`src/rtl/arbiter_pkg.sv`:
```
// Shared types and defaults for the round-robin arbiter.
// Holds the FSM state encoding and parameter defaults.
package arbiter_pkg;

  localparam int N_REQ_DEF    = 4;
  localparam int MAX_HOLD_DEF = 4;
  localparam int IDX_W        = 2;

  typedef enum logic [2:0] {
    IDLE = 3'd0,
    G0   = 3'd1,
    G1   = 3'd2,
    G2   = 3'd3,
    G3   = 3'd4
  } state_t;

  // Gi is encoded as i+1 so IDLE can sit at zero.
  function automatic state_t grant_state(
    input logic [IDX_W-1:0] idx
  );
    return state_t'(3'(idx) + 3'd1);
  endfunction

endpackage

```
`src/rtl/rr_pick.sv`:
```
// Combinational round-robin selector.
// Ports: request (4b), start index -> valid, index of first set bit at/after start.
module rr_pick
  import arbiter_pkg::*;
(
  input  logic [N_REQ_DEF-1:0] request,
  input  logic [IDX_W-1:0]     start,
  output logic                 valid,
  output logic [IDX_W-1:0]     index
);

  logic [2*N_REQ_DEF-1:0] dbl;
  logic [N_REQ_DEF-1:0]   rot;

  // Rotate so that bit 0 of rot is requester 'start'.
  always_comb begin
    dbl   = {request, request};
    rot   = dbl[start +: N_REQ_DEF];
    valid = |request;
    index = start;
    for (int k = N_REQ_DEF - 1; k >= 0; k--) begin
      if (rot[k]) index = start + IDX_W'(k);
    end
  end

endmodule

```
`src/rtl/arbiter.sv`:
```
// Moore round-robin arbiter with a per-grant hold limit.
// Ports: clock, reset (async, low), request[3:0] -> grant[3:0] (one-hot or zero).
module arbiter
  import arbiter_pkg::*;
#(
  parameter int N_REQ    = N_REQ_DEF,
  parameter int MAX_HOLD = MAX_HOLD_DEF
) (
  input  logic             clock,
  input  logic             reset,
  input  logic [N_REQ-1:0] request,
  output logic [N_REQ-1:0] grant
);

  localparam int HW = (MAX_HOLD > 1) ? $clog2(MAX_HOLD) : 1;
  localparam logic [HW-1:0] HOLD_LIM = HW'(MAX_HOLD - 1);

  state_t           state;
  logic [IDX_W-1:0] last;
  logic [HW-1:0]    hold;

  logic             legal;
  logic             busy;
  logic [2:0]       sv;
  logic [IDX_W-1:0] cur;
  logic [IDX_W-1:0] start;
  logic [N_REQ-1:0] own;
  logic             others;
  logic             keep;
  logic             pick_valid;
  logic [IDX_W-1:0] pick_idx;

  always_comb begin
    sv     = state;
    legal  = (sv <= 3'd4);
    busy   = legal && (sv != 3'd0);
    cur    = IDX_W'(sv - 3'd1);
    // Searching from cur+1 visits cur last, so it
    // is only re-picked when nobody else asks.
    start  = busy ? cur + 2'd1 : last + 2'd1;
    own    = N_REQ'(1) << cur;
    others = |(request & ~own);
    keep   = busy && request[cur] &&
             ((hold < HOLD_LIM) || !others);
  end

  rr_pick u_pick (
    .request (request),
    .start   (start),
    .valid   (pick_valid),
    .index   (pick_idx)
  );

  always_ff @(posedge clock or negedge reset) begin
    if (!reset) begin
      state <= IDLE;
      last  <= 2'd3;
      hold  <= '0;
    end else if (!legal) begin
      state <= IDLE;
      hold  <= '0;
    end else if (keep) begin
      if (hold < HOLD_LIM) hold <= hold + 1'b1;
    end else if (pick_valid) begin
      state <= grant_state(pick_idx);
      last  <= pick_idx;
      hold  <= '0;
    end else begin
      state <= IDLE;
      hold  <= '0;
    end
  end

  always_comb begin
    grant = '0;
    unique case (state)
      G0:      grant[0] = 1'b1;
      G1:      grant[1] = 1'b1;
      G2:      grant[2] = 1'b1;
      G3:      grant[3] = 1'b1;
      default: grant = '0;
    endcase
  end

endmodule

```
`config.mk`:
```
export PLATFORM = sky130hd
export DESIGN_NAME = arbiter
export DESIGN_NICKNAME = d
export VERILOG_FILES = /design/src/rtl/arbiter_pkg.sv /design/src/rtl/rr_pick.sv /design/src/rtl/arbiter.sv
export SDC_FILE = /design/constraint.sdc
export NUM_CORES = 1
export LEC_CHECK = 0
export CORE_MARGIN = 1.5
export CORE_UTILIZATION = 35
export DETAILED_ROUTE_END_ITERATION = 10
export HOLD_SLACK_MARGIN = 0.06
export PLACE_DENSITY = 0.65
export REMOVE_ABC_BUFFERS = 1
export SLEW_MARGIN = 20
export SYNTH_ARGS = -nofsm -noshare
export SYNTH_HDL_FRONTEND = slang
export SYNTH_SLANG_ARGS = --single-unit
```
`constraint.sdc`:
```
create_clock -name clock -period 3.1 [get_ports clock]
set_input_delay 0.62 -clock clock [delete_from_list [all_inputs] [get_ports clock]]
set_output_delay 0.62 -clock clock [all_outputs]
set_load 0.1 [all_outputs]
```
==> results.txt <==
Status: completed
Skew-Pair Late Insertion Delay: 0.25 ns
Vias per cell: 4.766
Synth warn: 0
Synthesis-stage register bit count: 7
CTS tree: built
Boundary pin count: 10
# resized after CTS: 0
Number of buffers created by CTS: 3
Postcts setup bufs: 0
Core Util, Final: 0.4552
Crit path max fanout: 8
Hold_ws: 0.5305 ns
Worst Reg2Reg Path Length in Cells: 10
CTS max path bufs: 2
EDFF count, synth: 0
Routed WL per cell: 11.23 um
Worst hold start: hold[1]
Sink Count: 7
GR Overflow Total: 0
Critical Path AT: 2.88 ns
Starting Density: 0.3763
Pin count of the biggest net entering global routing: 9
I/O Buffers: 9
FMAX: 368.1 MHz
Core Box Area: 1745 um^2
Total Wirelength: 1202 um
Post-place setup slack: 0.3592 ns
Asr flop ratio synth: 1.000
Avg Inst Size Synth: 9.520 um^2
Post-layout min period: 2.716 ns
Total track usage: 0.1363
Setup TNS Final: 0 ns
Die X: 46.32 um
Die area: 2146 um^2
Worst min-delay path class: flop to flop
Max-slew violations: 0
Crit Path Class: flop to flop
Layout cell share with drive strength beyond 1: 0.1951
Die height: 46.32 um
PnR worst setup slack: 0.3837 ns
Post-Route Skew: 0.0008713 ns
Initial antenna violation count: 0
RR Endpoint: state[1]
Final Wtd Congestion: 0.8034
Global-route wire length before repair: 2070 um
Number of global-route vias before repair: 499
Hold-fix buffers, CTS: 0
Post-route ant nets: 0
Multi-input logic area: 452.9 um^2
Top cells by area, synth: ha_1 21%, dfrtp_1 19%, dfstp_2 8.0%, nor2b_1 6.7%, mux2i_1 4.6%
# rows: 15
R2R Setup Slk: 0.38 ns
Sequential share of the synthesized area: 0.2705
Post-synth top area share: 0.2095
Setup Viol. Count Final: 0
DR vias: 510
Cell taking the most area after synthesis: ha_1
DRC: 0
CP Launch Type: flop
Final nets: 100
ANT cells: 0
Storage cell area: 177.7 um^2
Most used DFF post-synth: dfrtp_1
R2r startpoint: state[0]
Worst slew pin tran: 0.3162 ns
Mapped cell area: 656.9 um^2
RSZ-0062 raised after global routing: false
Worst Path Required: 3.27 ns
DRT iter0 DRCs: 5
Syn Inst Count: 69
Final Hold Vio Count: 0
H-Tree Level Count: 1
Hold Path Sink: hold[1]
CTS Root Cell: clkbuf_4
Detailed placement HPWL: 969.4 um
Area Overhead vs Synth: 20.95%
Cells on Worst Hold Path: 2
Fin crit share: 0.8762
Max_slew headroom: 0.7885
Nature of the critical path endpoint: flop
Clock transition at the registers of the reported paths: 0.05 ns
Max Cap Viol: 0
DRT Pass-1 Iters: 2
Filler instances: 184
Synth cell types: 28
## cells by family after synthesis
logic type      synth area share
simple gates              0.1562
xor+xnor                 0.02667
buf+inv                  0.04001
mux                       0.1028
fa+ha+maj                 0.2095
compound gates            0.1943
flops                     0.2705
## cell type report
type | count | area share
clock buffers | 4 | 0.03307
inverters | 7 | 0.03307
multi-input cells | 55 | 0.5701
flip-flops and latches | 7 | 0.2236
well taps | 25 | 0.03937
repair buffers | 9 | 0.1008
## layer usage
| layer | GRT usage | part of all wire |
|---|---|---|
| met5 | 0 | 0 |
| met4 | 0.08571 | 0.012 |
| met3 | 0.01176 | 0.030 |
| met2 | 0.2083 | 0.45 |
| met1 | 0.1825 | 0.50 |
## critical path: stages (launching register included)
cell,delay [ns]
dfrtp_1,0.46
inv_1,0.20
ha_1,0.22
inv_1,0.05
ha_1,0.40
mux2_4,0.34
xnor2_1,0.13
a221o_1,0.36
ha_1,0.29
inv_1,0.03
o22ai_1,0.15
## placed cells by master (no fill, tap or decap), drive strengths merged
cell type	Yosys	layout
nor2b	7	7
a21oi	2	2
buf	0	4
a311o	1	1
nor2	7	7
clkbuf	0	4
a21o	2	2
o41ai	1	1
mux2	3	3
nand2b	1	1
a221oi	1	1
clkdlybuf4s50	0	5
o21ai	2	2
a211oi	2	2
a221o	1	1
dfstp	2	2
o2111ai	1	1
nand2	3	3
xor2	1	1
mux2i	3	3
xnor2	1	1
dfrtp	5	5
ha	11	11
or2	1	1
o22ai	3	3
inv	7	7
and2	1	1
## worst max-delay path by stage
stage	from	endpoint	cells after the start
2_1_floorplan	state[0]	grant[1]	3
3_5_place_dp	state[0]	state[1]	10
5_1_grt	state[0]	state[1]	11
6_report	state[0]	state[1]	10
3_3_place_gp	state[0]	state[1]	10
4_1_cts	state[0]	state[1]	10
## registers in the layout (all words and copies together) (netlist names)
register / count
hold: 2
last: 2
state: 3
## stage by stage
| step | cells | area, um^2 |
|---|---|---|
| 2_1_floorplan | 69 | 656.9 |
| 3_3_place_gp | 103 | 768.2 |
| 3_5_place_dp | 103 | 768.2 |
| 4_1_cts | 107 | 794.5 |
| 5_1_grt | 107 | 794.5 |
| 6_report | 107 | 794.5 |
## cells in the mapped netlist, types with 2 or more instances
cell	count
a211oi_1	2
dfrtp_1	5
dfstp_2	2
ha_1	11
inv_1	7
mux2_2	2
mux2i_1	3
nand2_1	2
nor2_1	7
nor2b_1	7
o21ai_0	2
o22ai_1	3
Power is not shown: default switching activity piles up to over one toggle a cycle in this logic, so the estimate is an artifact.
